==> config.mk <==
export PLATFORM = sky130hd
export DESIGN_NAME = mem_bus_arbiter_flat
export DESIGN_NICKNAME = d
export VERILOG_FILES = /design/src/rtl/mem_bus_pkg.sv /design/src/rtl/mem_bus_arbiter_if.sv /design/src/rtl/bus_wait_ctr.sv /design/src/rtl/mem_bus_arbiter.sv /design/src/flat_wrapper.sv
export SDC_FILE = /design/constraint.sdc
export NUM_CORES = 1
export LEC_CHECK = 0
export ABC_CLOCK_PERIOD_IN_PS = 2370
export BUFFER_PORTS_ARGS = -buffer_cell sky130_fd_sc_hd__buf_2
export CAP_MARGIN = 5
export CORE_UTILIZATION = 47
export DETAILED_ROUTE_END_ITERATION = 10
export GPL_TIMING_DRIVEN = 1
export PLACE_DENSITY = 0.81
export SETUP_SLACK_MARGIN = 0.4
export SYNTH_ARGS = -nofsm -noshare
export SYNTH_HDL_FRONTEND = slang
export SYNTH_SLANG_ARGS = --single-unit
export TNS_END_PERCENT = 20
==> constraint.sdc <==
create_clock -name Clk -period 2.37 [get_ports Clk]
set_input_delay 0.3555 -clock Clk [delete_from_list [all_inputs] [get_ports Clk]]
set_output_delay 0.3555 -clock Clk [all_outputs]
set_load 0.05 [all_outputs]
==> src/rtl/mem_bus_pkg.sv <==
// Shared types and defaults for the two-requester memory bus arbiter.
package mem_bus_pkg;

  typedef enum logic [1:0] {
    IDLE = 2'd0,
    BUSY = 2'd1,
    DONE = 2'd2
  } state_t;

  typedef enum logic {
    REQ_I = 1'b0,
    REQ_D = 1'b1
  } req_id_t;

  localparam logic [3:0] RW_READ        = 4'b0000;
  localparam int         DEF_ADDRWIDTH  = 16;
  localparam int         DEF_DATAWIDTH  = 32;
  localparam int         DEF_WAITSTATES = 3;

  // Round-robin pick: a lone requester wins; on contention the one not granted last wins.
  function automatic req_id_t pick_winner(input logic i_req, input logic d_req,
                                          input req_id_t last);
    req_id_t w;
    if (i_req && d_req) w = (last == REQ_I) ? REQ_D : REQ_I;
    else if (i_req)     w = REQ_I;
    else                w = REQ_D;
    return w;
  endfunction

endpackage

==> src/rtl/mem_bus_arbiter_if.sv <==
// Cache-side request/response and memory-side signals of the arbiter.
interface mem_bus_arbiter_if
  import mem_bus_pkg::*;
#(
  parameter int ADDRWIDTH = DEF_ADDRWIDTH,
  parameter int DATAWIDTH = DEF_DATAWIDTH
);

  logic                 I_Strobe;
  logic [ADDRWIDTH-1:0] I_Address;
  logic [3:0]           I_RW;
  logic [DATAWIDTH-1:0] I_WData;
  logic [DATAWIDTH-1:0] I_RData;
  logic                 I_Ready;

  logic                 D_Strobe;
  logic [ADDRWIDTH-1:0] D_Address;
  logic [3:0]           D_RW;
  logic [DATAWIDTH-1:0] D_WData;
  logic [DATAWIDTH-1:0] D_RData;
  logic                 D_Ready;

  logic                 MemStrobe;
  logic [ADDRWIDTH-1:0] MemAddress;
  logic [3:0]           MemRW;
  logic [DATAWIDTH-1:0] MemWData;
  logic [DATAWIDTH-1:0] MemRData;

  modport slave (
    input  I_Strobe, I_Address, I_RW, I_WData,
    output I_RData, I_Ready,
    input  D_Strobe, D_Address, D_RW, D_WData,
    output D_RData, D_Ready,
    output MemStrobe, MemAddress, MemRW, MemWData,
    input  MemRData
  );

  modport master (
    output I_Strobe, I_Address, I_RW, I_WData,
    input  I_RData, I_Ready,
    output D_Strobe, D_Address, D_RW, D_WData,
    input  D_RData, D_Ready,
    input  MemStrobe, MemAddress, MemRW, MemWData,
    output MemRData
  );

endinterface

==> src/rtl/bus_wait_ctr.sv <==
// 4-bit memory wait-state down-counter; load has priority, decrement stops at zero.
module bus_wait_ctr (
  input  logic       Clk,
  input  logic       Reset,
  input  logic       load,
  input  logic [3:0] load_val,
  input  logic       dec,
  output logic       zero
);

  logic [3:0] count;

  always_ff @(posedge Clk or negedge Reset) begin
    if (!Reset) begin
      count <= 4'd0;
    end else if (load) begin
      count <= load_val;
    end else if (dec && !zero) begin
      count <= count - 4'd1;
    end
  end

  assign zero = (count == 4'd0);

endmodule

==> src/rtl/mem_bus_arbiter.sv <==
// Round-robin arbiter granting one I- or D-cache access at a time to a single memory port.
// Accepts in IDLE, holds BUSY for WAITSTATES+1 cycles, pulses the winner's Ready in DONE.
module mem_bus_arbiter
  import mem_bus_pkg::*;
#(
  parameter int WAITSTATES = DEF_WAITSTATES,
  parameter int ADDRWIDTH  = DEF_ADDRWIDTH,
  parameter int DATAWIDTH  = DEF_DATAWIDTH
) (
  input  logic              Clk,
  input  logic              Reset,
  mem_bus_arbiter_if.slave  bus
);

  state_t               state_q,      state_d;
  req_id_t              last_q,       last_d;
  req_id_t              win_q,        win_d;
  logic                 mem_strobe_q, mem_strobe_d;
  logic [ADDRWIDTH-1:0] mem_addr_q,   mem_addr_d;
  logic [3:0]           mem_rw_q,     mem_rw_d;
  logic [DATAWIDTH-1:0] mem_wdata_q,  mem_wdata_d;
  logic [DATAWIDTH-1:0] i_rdata_q,    i_rdata_d;
  logic [DATAWIDTH-1:0] d_rdata_q,    d_rdata_d;
  logic                 i_ready_q,    i_ready_d;
  logic                 d_ready_q,    d_ready_d;

  logic ctr_load;
  logic ctr_dec;
  logic ctr_zero;

  bus_wait_ctr u_wait_ctr (
    .Clk      (Clk),
    .Reset    (Reset),
    .load     (ctr_load),
    .load_val (4'(WAITSTATES)),
    .dec      (ctr_dec),
    .zero     (ctr_zero)
  );

  always_ff @(posedge Clk or negedge Reset) begin
    if (!Reset) begin
      state_q      <= IDLE;
      last_q       <= REQ_D;
      win_q        <= REQ_I;
      mem_strobe_q <= 1'b0;
      mem_addr_q   <= '0;
      mem_rw_q     <= RW_READ;
      mem_wdata_q  <= '0;
      i_rdata_q    <= '0;
      d_rdata_q    <= '0;
      i_ready_q    <= 1'b0;
      d_ready_q    <= 1'b0;
    end else begin
      state_q      <= state_d;
      last_q       <= last_d;
      win_q        <= win_d;
      mem_strobe_q <= mem_strobe_d;
      mem_addr_q   <= mem_addr_d;
      mem_rw_q     <= mem_rw_d;
      mem_wdata_q  <= mem_wdata_d;
      i_rdata_q    <= i_rdata_d;
      d_rdata_q    <= d_rdata_d;
      i_ready_q    <= i_ready_d;
      d_ready_q    <= d_ready_d;
    end
  end

  always_comb begin
    state_d      = state_q;
    last_d       = last_q;
    win_d        = win_q;
    mem_strobe_d = mem_strobe_q;
    mem_addr_d   = mem_addr_q;
    mem_rw_d     = mem_rw_q;
    mem_wdata_d  = mem_wdata_q;
    i_rdata_d    = i_rdata_q;
    d_rdata_d    = d_rdata_q;
    i_ready_d    = 1'b0;
    d_ready_d    = 1'b0;
    ctr_load     = 1'b0;
    ctr_dec      = 1'b0;

    case (state_q)
      IDLE: begin
        if (bus.I_Strobe || bus.D_Strobe) begin
          win_d        = pick_winner(bus.I_Strobe, bus.D_Strobe, last_q);
          mem_addr_d   = (win_d == REQ_I) ? bus.I_Address : bus.D_Address;
          mem_rw_d     = (win_d == REQ_I) ? bus.I_RW      : bus.D_RW;
          mem_wdata_d  = (win_d == REQ_I) ? bus.I_WData   : bus.D_WData;
          mem_strobe_d = 1'b1;
          ctr_load     = 1'b1;
          state_d      = BUSY;
        end
      end

      BUSY: begin
        if (!ctr_zero) begin
          ctr_dec = 1'b1;
        end else begin
          // MemRW still holds the latched enables here, so it tells read from write.
          if (mem_rw_q == RW_READ) begin
            if (win_q == REQ_I) i_rdata_d = bus.MemRData;
            else                d_rdata_d = bus.MemRData;
          end
          if (win_q == REQ_I) i_ready_d = 1'b1;
          else                d_ready_d = 1'b1;
          last_d       = win_q;
          mem_strobe_d = 1'b0;
          mem_rw_d     = RW_READ;
          state_d      = DONE;
        end
      end

      DONE: begin
        state_d = IDLE;
      end

      default: begin
        state_d = IDLE;
      end
    endcase
  end

  assign bus.MemStrobe  = mem_strobe_q;
  assign bus.MemAddress = mem_addr_q;
  assign bus.MemRW      = mem_rw_q;
  assign bus.MemWData   = mem_wdata_q;
  assign bus.I_RData    = i_rdata_q;
  assign bus.I_Ready    = i_ready_q;
  assign bus.D_RData    = d_rdata_q;
  assign bus.D_Ready    = d_ready_q;

endmodule
==> src/flat_wrapper.sv <==
// flat-port wrapper written by rule: the top's interface ports become plain ports
module mem_bus_arbiter_flat import mem_bus_pkg::*;
#(
  parameter int WAITSTATES = DEF_WAITSTATES,
  parameter int ADDRWIDTH  = DEF_ADDRWIDTH,
  parameter int DATAWIDTH  = DEF_DATAWIDTH
)
  (Clk, Reset, bus_I_Strobe, bus_I_Address, bus_I_RW, bus_I_WData, bus_I_RData, bus_I_Ready, bus_D_Strobe, bus_D_Address, bus_D_RW, bus_D_WData, bus_D_RData, bus_D_Ready, bus_MemStrobe, bus_MemAddress, bus_MemRW, bus_MemWData, bus_MemRData);
  mem_bus_arbiter_if #(.ADDRWIDTH(ADDRWIDTH), .DATAWIDTH(DATAWIDTH)) bus_i ();
  input  logic Clk;
  input  logic Reset;
  input wire logic [$bits(bus_i.I_Strobe)-1:0] bus_I_Strobe;
  input wire logic [$bits(bus_i.I_Address)-1:0] bus_I_Address;
  input wire logic [$bits(bus_i.I_RW)-1:0] bus_I_RW;
  input wire logic [$bits(bus_i.I_WData)-1:0] bus_I_WData;
  output wire logic [$bits(bus_i.I_RData)-1:0] bus_I_RData;
  output wire logic [$bits(bus_i.I_Ready)-1:0] bus_I_Ready;
  input wire logic [$bits(bus_i.D_Strobe)-1:0] bus_D_Strobe;
  input wire logic [$bits(bus_i.D_Address)-1:0] bus_D_Address;
  input wire logic [$bits(bus_i.D_RW)-1:0] bus_D_RW;
  input wire logic [$bits(bus_i.D_WData)-1:0] bus_D_WData;
  output wire logic [$bits(bus_i.D_RData)-1:0] bus_D_RData;
  output wire logic [$bits(bus_i.D_Ready)-1:0] bus_D_Ready;
  output wire logic [$bits(bus_i.MemStrobe)-1:0] bus_MemStrobe;
  output wire logic [$bits(bus_i.MemAddress)-1:0] bus_MemAddress;
  output wire logic [$bits(bus_i.MemRW)-1:0] bus_MemRW;
  output wire logic [$bits(bus_i.MemWData)-1:0] bus_MemWData;
  input wire logic [$bits(bus_i.MemRData)-1:0] bus_MemRData;
  assign bus_i.I_Strobe = bus_I_Strobe;
  assign bus_i.I_Address = bus_I_Address;
  assign bus_i.I_RW = bus_I_RW;
  assign bus_i.I_WData = bus_I_WData;
  assign bus_I_RData = bus_i.I_RData;
  assign bus_I_Ready = bus_i.I_Ready;
  assign bus_i.D_Strobe = bus_D_Strobe;
  assign bus_i.D_Address = bus_D_Address;
  assign bus_i.D_RW = bus_D_RW;
  assign bus_i.D_WData = bus_D_WData;
  assign bus_D_RData = bus_i.D_RData;
  assign bus_D_Ready = bus_i.D_Ready;
  assign bus_MemStrobe = bus_i.MemStrobe;
  assign bus_MemAddress = bus_i.MemAddress;
  assign bus_MemRW = bus_i.MemRW;
  assign bus_MemWData = bus_i.MemWData;
  assign bus_i.MemRData = bus_MemRData;
  mem_bus_arbiter #(.WAITSTATES(WAITSTATES), .ADDRWIDTH(ADDRWIDTH), .DATAWIDTH(DATAWIDTH)) u_core (.Clk(Clk), .Reset(Reset), .bus(bus_i));
endmodule
==> results of run 1 <==
per-stage QoR:
stage | hold WS, ns | util [%]
after floorplan | 0.05991 | -
after global placement | 0.3042 | 60.70
after detailed placement | 0.3140 | 60.70
after CTS | 0.1796 | 66.38
after global routing | 0.1777 | 67.40
final | 0.1945 | 67.40
kinds of logic after synthesis:
| group | synth area share, % |
|---|---|
| DFF | 57.38 |
| adders and majority gates | 0.4516 |
| buffers and inverters | 4.336 |
| AOI/OAI and AO/OA | 5.646 |
| muxes | 26.83 |
| and+or+nand+nor | 5.352 |
power by group:
group          switching (mW)  internal (mW)  total (mW)
clock network            1.00           1.81        2.82
registers               0.635           3.25        3.89
logic                    4.93           1.95        6.88
worst max path at each step:
| stage | startpoint | slack [ns] | cells after the start | end |
|---|---|---|---|---|
| global placement | u_core.bus.MemRW[1] | 0.35 | 4 | u_core.bus.D_RData[25] |
| CTS | u_core.bus.MemRW[1] | 0.32 | 4 | u_core.bus.D_RData[26] |
| floorplan | u_core.bus.MemRW[1] | 0.31 | 5 | u_core.bus.D_RData[10] |
| detailed placement | u_core.bus.MemRW[1] | 0.33 | 4 | u_core.bus.D_RData[26] |
| finish | u_core.bus.MemRW[1] | 0.41 | 4 | u_core.bus.D_RData[3] |
| global route | u_core.bus.MemRW[1] | 0.38 | 4 | u_core.bus.D_RData[3] |
state kept, by name, summed over array words and instances (netlist names):
| signal | cells |
|---|---|
| u_core.bus.MemAddress | 16 |
| u_core.bus.I_RData | 32 |
| u_core.bus.D_Ready | 1 |
| u_core.bus.MemStrobe | 1 |
| u_core.bus.I_Ready | 1 |
| u_core.state_q | 2 |
| u_core.u_wait_ctr.count | 4 |
| u_core.bus.MemRW | 4 |
| u_core.win_q | 1 |
| u_core.bus.D_RData | 32 |
| u_core.bus.MemWData | 32 |
| u_core.last_q | 1 |
area by class of cell:
type                    count  area [um2]  share of cell area (%)
clock inverters            14       202.7                   2.623
repair buffers            277        1549                   20.04
flip-flops and latches    127        3183                   41.19
inverters                   5       18.77                  0.2428
clock buffers              18       439.2                   5.682
multi-input cells         252        2157                   27.91
well taps                 143       178.9                   2.315
cells in the mapped netlist (all sizes together):
master,count
nor4,1
ha,2
nand2,55
or4,1
a21oi,1
nor2,6
dfrtp,126
clkbuf,14
a21bo,1
nor2b,1
nand3,5
buf,13
nor3,1
mux2,64
or3,2
o211ai,1
mux2i,54
a21o,1
inv,5
o21ai,55
dfstp,1
a21boi,1
what timing repair did:
item,CTS,global route
cloned,0,5
gates resized for setup,0,3
endpoints found under the setup margin,64,64
hold buffers,1,0
setup buffers,0,1
hold endpoints to repair,28,0
critical path: cells and delay by family, from the launching register on:
family	cells	cell delay, ns
and+or+nand+nor	2	0.94
muxes	1	0.30
DFF	1	0.40
buffers and inverters	1	0.20
layer usage:
metal / up-vias / track usage (%) / wire length (um)
met4: 0 / 9.422 / 257
met2: 183 / 38.14 / 7064
met1: 1940 / 26.69 / 5524
met5: - / 0 / 0
li1: 1963 / - / -
met3: 20 / 5.104 / 816
==> qor.csv, run 1 <==
metric;value;unit
status;completed;
# fillers;812;
Worst Path Required;2.66;ns
drt initial violations;191;
Setup TNS;0;ns
DR pass1 iterations;4;
crit path DAT;2.25;ns
Syn Area/Cell;13.48;um2
Initial Util;48.31;%
total CTS buffers;17;
Hold Vio Cnt, Final;0;
RSZ-0062 raised after global routing;yes;
hold crit path type;input port to flip-flop;
maximum VDD drop;1.342;mV
top cell type's share of synthesized area;56.91;%
CTS tree;built;
vias in the first global route;4270;
total power;13.59;mW
Hold Crit Endpoint;u_core.bus.D_RData[21];
Placed Area;6960;um2
Setup Skew;0.008126;ns
crit end category;flip-flop;
non-filler cells in the finished layout;836;
Die H;110.6;um
CTS Buffer Depth;2;
# diodes;0;
core area;11470;um2
setup slack after placement;0.3260;ns
largest net degree at the start of global routing;62;
Seq/Total Area, Yosys;57.38;%
CTS Root Cell;clkbuf_16;
pin slew with the least headroom to its limit;0.4953;ns
Synth Net Count;553;
DRT antenna net count;0;
# IOs;259;
Final Wtd Congestion;0.7972;
Crit Path Category;flip-flop to flip-flop;
number of remaining DRC errors;0;
part of the cycle the worst path needs;82.59;%
first-pass GRT wire length;21.15;mm
Final Routed Wirelength;13.66;mm
max_cap viols;0;
worst r2r src;u_core.bus.MemRW[1];
RR Endpoint;u_core.bus.D_RData[3];
Slew headroom;66.85;%
die area;12230;um2
post-layout min period;1.957;ns
DR WL/cell;16.34;um
Netlist cell types;27;
post-detailed-placement half-perimeter wirelength;9.882;mm
post-synthesis register bit count;127;
most frequent cells in the layout;buf_2 (257), dfrtp_1 (123), mux2_4 (60);
Reg clk slew, reported paths;0.06;ns
routed vias;4106;
post-route worst setup slack;0.4126;ns
Final Slew Violations;0;
Max stage delay on crit path;0.53;ns
post-route cell area;7729;um2
die extent in x;110.6;um
worst hold path depth;2;
initial antenna violation count;0;
Yosys warning count;0;
Congestion Overflow GR;0;
most common cell after layout, fill and taps aside;buf_2;
vias per inst;4.911;
row count;39;
Reg2Reg Depth;4;
Clock Latency Late Sink;0.41;ns
clk sinks;127;
Synth area leader;dfrtp_1;
Leak Pwr;4.291;nW
worst path cell trace;or4_4, or3_4, clkbuf_16, mux2_4;
share of post-route cells with drive strength above 1;55.41;%
top cells by area, synth;dfrtp_1 (57%), mux2_4 (16%), mux2i_1 (9.8%);
post-synthesis cell count;411;
Worst R2R Setup Slack;0.41;ns
Layout area overhead;39.50;%
critical path peak fanout;8;
hold_sp;bus_MemRData[21];
Final nets;822;
number of port buffers;258;
Final setup violation count;0;
startpoint types;flip-flop;
Pwr Density;1758;nW/um2
Mapped Area;5540;um2
Tot GR Track Use;22.18;%
Fmax;0.5109;GHz
CP max-delay cell;or4_4;
H-tree Lvls;4;
placed cells;797;
(Power assumes the default switching activity.)
==> inputs of run 2 (changes only) <==
--- a/config.mk
+++ b/config.mk
@@ -5,7 +5,7 @@
 export SDC_FILE = /design/constraint.sdc
 export NUM_CORES = 1
 export LEC_CHECK = 0
-export ABC_CLOCK_PERIOD_IN_PS = 2370
+export ABC_CLOCK_PERIOD_IN_PS = 1960
 export BUFFER_PORTS_ARGS = -buffer_cell sky130_fd_sc_hd__buf_2
 export CAP_MARGIN = 5
 export CORE_UTILIZATION = 47
==> constraint.sdc (replaced) <==
create_clock -name Clk -period 1.96 [get_ports Clk]
set_input_delay 0.294 -clock Clk [delete_from_list [all_inputs] [get_ports Clk]]
set_output_delay 0.294 -clock Clk [all_outputs]
set_load 0.05 [all_outputs]
==> qor.csv, run 2 (synthesis gave the netlist of run 1 again) <==
metric;value;unit
CTS Root Cell;clkbuf_16;
CTS Buffer Depth;2;
met2 usage;39.88;%
most frequent cells in the layout;buf_2 (257), dfrtp_1 (123), mux2_4 (60);
Clock Latency Late Sink;0.40;ns
routed vias;4110;
DR pass1 iterations;4;
Worst Path Required;2.24;ns
Placed Area;7008;um2
status;complete, but fails checks;
Sw Pwr;7.964;mW
row count;39;
number of remaining DRC errors;0;
vias per inst;4.934;
core area;11470;um2
post-detailed-placement half-perimeter wirelength;9.877;mm
met1 GRT Util;27.29;%
met3 Use GR;5.049;%
Setup crit end;u_core.bus.D_RData[25];
critical path peak fanout;12;
die area;12230;um2
clk sinks;127;
non-filler cells in the finished layout;833;
placed cells;800;
Internal Power;8.203;mW
drt initial violations;176;
Worst R2R Setup Slack;-0.02;ns
crit path DAT;2.26;ns
Sw Share;49.26;%
setup slack after placement;-0.07324;ns
maximum VDD drop;1.654;mV
max_cap viols;0;
Crit Path Category;flip-flop to flip-flop;
Comb pwr share;51.9;%
Layout area overhead;38.50;%
Fin Hold WS;0.1332;ns
Final setup violation count;26;
crit path buf inv count;1;
Max stage delay on crit path;0.54;ns
Final nets;821;
total power;16.17;mW
# IOs;259;
Leak Pwr;4.235;nW
initial antenna violation count;0;
# diodes;0;
startpoint types;flip-flop;
vias in the first global route;4185;
die extent in x;110.6;um
Final Slew Violations;0;
Sequential Power Share;29.2;%
first-pass GRT wire length;21.42;mm
part of the cycle the worst path needs;101.0;%
postcts setup bufs;0;
Fmax;0.5050;GHz
Tot GR Track Use;22.56;%
DR WL/cell;16.42;um
worst r2r src;u_core.bus.MemRW[1];
H-tree Lvls;4;
RSZ-0062 raised after global routing;yes;
post-route cell area;7674;um2
Crit path depth;4;
worst path cell trace;or4_4, or3_4, buf_12, mux2_4;
most common cell after layout, fill and taps aside;buf_2;
Initial Util;48.31;%
Final Wtd Congestion;0.7911;
number of port buffers;258;
global routing's busiest layer;met2;
CP top delay family;simple AND/OR/NAND/NOR gates;
share of post-route cells with drive strength above 1;55.80;%
Final Routed Wirelength;13.68;mm
Reg2Reg Depth;4;
post-route worst setup slack;-0.02018;ns
largest net degree at the start of global routing;62;
CTS tree;built;
total CTS buffers;17;
Hold Vio Cnt, Final;0;
Reg clk slew, reported paths;0.06;ns
CP Launch Point;u_core.bus.MemRW[1];
post-layout min period;1.980;ns
DRT antenna net count;0;
clock share of power;18.9;%
hold crit path type;input port to flip-flop;
Setup Skew;0.008311;ns
crit end category;flip-flop;
failing checks;negative setup slack;
Die H;110.6;um
Congestion Overflow GR;0;
Slew headroom;69.23;%
Pwr Density;2107;nW/um2
pin slew with the least headroom to its limit;0.4616;ns
RR Endpoint;u_core.bus.D_RData[25];
CP max-delay cell;or4_4;
## run 2: area by class of cell
type	instances	area, um2
well taps	143	178.9
inverters	5	18.77
clock inverters	13	141.4
repair buffers	276	1555
multi-input cells	252	2171
fillers	835	3794
flip-flops and latches	127	3183
clock buffers	17	425.4
## run 2: worst register-to-register path, stage by stage (launching register included)
cell and delay, ns:
dfrtp_2 0.40, or4_4 0.54, or3_4 0.44, buf_12 0.18, mux2_4 0.31
## run 2: worst min path at each step
stage,slack [ns],cells after the start,from,to
final,0.13,2,bus_MemRData[1],u_core.bus.I_RData[1]
after global routing,0.11,2,bus_MemRData[1],u_core.bus.I_RData[1]
after global placement,0.27,1,Reset,u_core.bus.I_RData[22]
after CTS,0.12,2,bus_MemRData[1],u_core.bus.I_RData[1]
after detailed placement,0.28,1,Reset,u_core.bus.I_RData[22]
after floorplan,-0.002,0,Reset,u_core.bus.D_RData[0]
## run 2: what timing repair did
item / in CTS / in global routing
setup endpoints to repair: 65 / 66
hold buffers: 1 / 0
hold endpoints to repair: 29 / 0
gates resized for setup: 8 / 3
gates cloned: 1 / 1
pin swaps: 2 / 2
## run 2: metal layers
| metal | part of all wire, % | wire, um | vias up |
|---|---|---|---|
| met3 | 5.3 | 724 | 17 |
| met5 | 0 | 0 | - |
| met1 | 42 | 5713 | 1938 |
| met2 | 52 | 7057 | 185 |
| met4 | 1.3 | 182 | 0 |
| li1 | - | - | 1970 |
## run 2: power groups by stage
stage | logic (mW) | registers, mW | clock network, mW
2_1_floorplan | 2.12 | 8.88 | 0
3_3_place_gp | 8.22 | 4.66 | 0
3_5_place_dp | 8.37 | 4.72 | 0
4_1_cts | 8.43 | 4.71 | 3.08
5_1_grt | 8.77 | 4.86 | 3.21
6_report | 8.40 | 4.72 | 3.05
## run 2: per-stage QoR
step | util (%) | setup TNS (ns)
finish | 66.92 | -0.2156
global route | 66.92 | -0.9214
CTS | 66.63 | -0.9974
detailed placement | 61.11 | -3.784
global placement | 61.11 | -2.392
floorplan | - | -5.982
==> inputs of run 3 (changes only) <==
--- a/config.mk
+++ b/config.mk
@@ -5,13 +5,15 @@
 export SDC_FILE = /design/constraint.sdc
 export NUM_CORES = 1
 export LEC_CHECK = 0
+export ABC_AREA = 1
 export ABC_CLOCK_PERIOD_IN_PS = 1960
 export BUFFER_PORTS_ARGS = -buffer_cell sky130_fd_sc_hd__buf_2
 export CAP_MARGIN = 5
-export CORE_UTILIZATION = 47
+export CORE_UTILIZATION = 49
+export CTS_BUF_LIST = sky130_fd_sc_hd__clkbuf_4
 export DETAILED_ROUTE_END_ITERATION = 10
 export GPL_TIMING_DRIVEN = 1
-export PLACE_DENSITY = 0.81
+export PLACE_DENSITY = 0.83
 export SETUP_SLACK_MARGIN = 0.4
 export SYNTH_ARGS = -nofsm -noshare
 export SYNTH_HDL_FRONTEND = slang
==> qor.csv, run 3 <==
metric;value;unit
total CTS buffers;17;
Final nets;1154;
Max stage delay on crit path;0.40;ns
DR pass1 iterations;4;
crit end category;primary output;
Setup TNS;0;ns
core area;11420;um2
post-route worst setup slack;0.4594;ns
met1 GRT Util;31.71;%
placed cells;1106;
CP Launch Point;u_core.bus.MemRW[2];
row count;39;
CTS tree;built;
post-synthesis register bit count;127;
top cell type's share of synthesized area;54.82;%
CP top delay family;flip-flops;
post-layout min period;1.501;ns
die extent in x;110.3;um
worst r2r src;u_core.u_wait_ctr.count[0];
Clock Latency Late Sink;0.51;ns
first-pass GRT wire length;24.70;mm
Worst Path Required;1.67;ns
setup slack after placement;0.2263;ns
Placed Area;7158;um2
max_cap viols;0;
post-detailed-placement half-perimeter wirelength;11.13;mm
status;completed;
number of port buffers;258;
vias in the first global route;5155;
# diodes;0;
critical path peak fanout;3;
total power;15.57;mW
post-route cell area;7903;um2
DR WL/cell;14.15;um
Synth Flop Type;dfrtp_1;
maximum VDD drop;1.351;mV
crit path DAT;1.21;ns
share of post-route cells with drive strength above 1;32.00;%
footprint of the multi-input gates;2180;um2
Tot GR Track Use;26.77;%
Initial Util;50.37;%
Seq/Total Area, Yosys;55.28;%
Crit Path Category;flip-flop to primary output;
vias per inst;4.840;
worst path cell trace;buf_2;
Final Wtd Congestion;0.7952;
CTS Root Cell;clkbuf_4;
Final Slew Violations;0;
startpoint types;flip-flop;
crit path buf inv count;1;
non-filler cells in the finished layout;1168;
Syn Area/Cell;7.890;um2
hold_sp;bus_I_WData[8];
part of the cycle the worst path needs;76.56;%
Final setup violation count;0;
post-synthesis cell count;729;
Post-synth EDFFs;0;
Synth top cells by count;nand2_1 (298), dfrtp_1 (126), nand3_1 (75), inv_1 (62), nor2_1 (59);
largest net degree at the start of global routing;66;
pin slew with the least headroom to its limit;0.6220;ns
RSZ-0062 raised after global routing;yes;
Leak Pwr;4.448;nW
drt initial violations;500;
# IOs;259;
most common cell after layout, fill and taps aside;nand2_1;
# fillers;960;
Congestion Overflow GR;0;
share of flip-flops with an asynchronous set or reset;100.0;%
Reg clk slew, reported paths;0.12;ns
Pwr Density;1971;nW/um2
DRT antenna net count;0;
Synth Net Count;871;
post-layout util;69.21;%
Slew headroom;58.54;%
Setup Skew;0.01465;ns
Netlist cell types;21;
most frequent cells in the layout;nand2_1 (297), buf_2 (257), dfrtp_1 (126);
die area;12180;um2
Mapped Area;5752;um2
initial antenna violation count;0;
Fmax;0.6664;GHz
Layout area overhead;37.39;%
Fin Hold WS;0.03165;ns
CTS Buffer Depth;2;
Hold Vio Cnt, Final;0;
Final Routed Wirelength;16.52;mm
number of remaining DRC errors;0;
Die H;110.3;um
hold crit path type;input port to flip-flop;
clk sinks;127;
global routing's busiest layer;met2;
met2 usage;45.34;%
Synth area leader;dfrtp_1;
CP max-delay cell;dfrtp_1;
H-tree Lvls;4;
top cells by area, synth;dfrtp_1 (55%), nand2_1 (19%), nand3_1 (6.5%);
area occupied by registers;3179;um2
most common cell in the synthesized netlist;nand2_1;
met3 Use GR;7.643;%
Yosys warning count;0;
routed vias;5653;
run 3: worst paths after layout:
check                                          to  slack (ns)  cells after the start
max                                  bus_MemRW[2]        0.46                      1
min                        u_core.bus.MemWData[8]        0.03                      3
max reg2reg                 u_core.bus.D_RData[7]        0.47                      8
min reg2reg                u_core.bus.D_RData[18]        0.47                      2
max in group asynchronous  u_core.bus.MemWData[2]        1.00                      3
min in group asynchronous   u_core.bus.I_RData[0]        0.30                      2
run 3: cells by family after synthesis:
kind of cell / synth area share, %
XOR/XNOR: 0.1523
AND/OR/NAND/NOR: 30.87
AO/OA/AOI/OAI: 4.938
flip-flops: 55.28
buffers and inverters: 8.331
adder cells (fa/ha/maj): 0.4350
run 3: metal layers:
layer  vias to the layer above  routed length [um]
li1                       2813                   -
met2                       229                8282
met1                      2580                6498
met3                        31                1300
met4                         0                 443
met5                         -                   0
run 3: power by group:
part	switching, mW	internal, mW
Clock	1.02	0.899
Sequential	0.722	3.90
Combinational	6.94	2.09
Total	8.68	6.89
run 3: final cells by class:
cell class,count,area share [%]
inverter,63,3.056
tap,143,2.264
timing repair buffer,302,23.05
multi-input combinational,501,27.58
clock buffer,18,1.710
clock inverter,14,2.106
sequential,127,40.23
run 3: timing repair:
| action | CTS | global route |
|---|---|---|
| hold buffers | 7 | 14 |
| resized for setup | 5 | 18 |
| hold endpoints to repair | 69 | 14 |
| pin swaps | 0 | 3 |
| endpoints found under the setup margin | 79 | 109 |
| cloned | 0 | 4 |
| setup buffers | 0 | 5 |
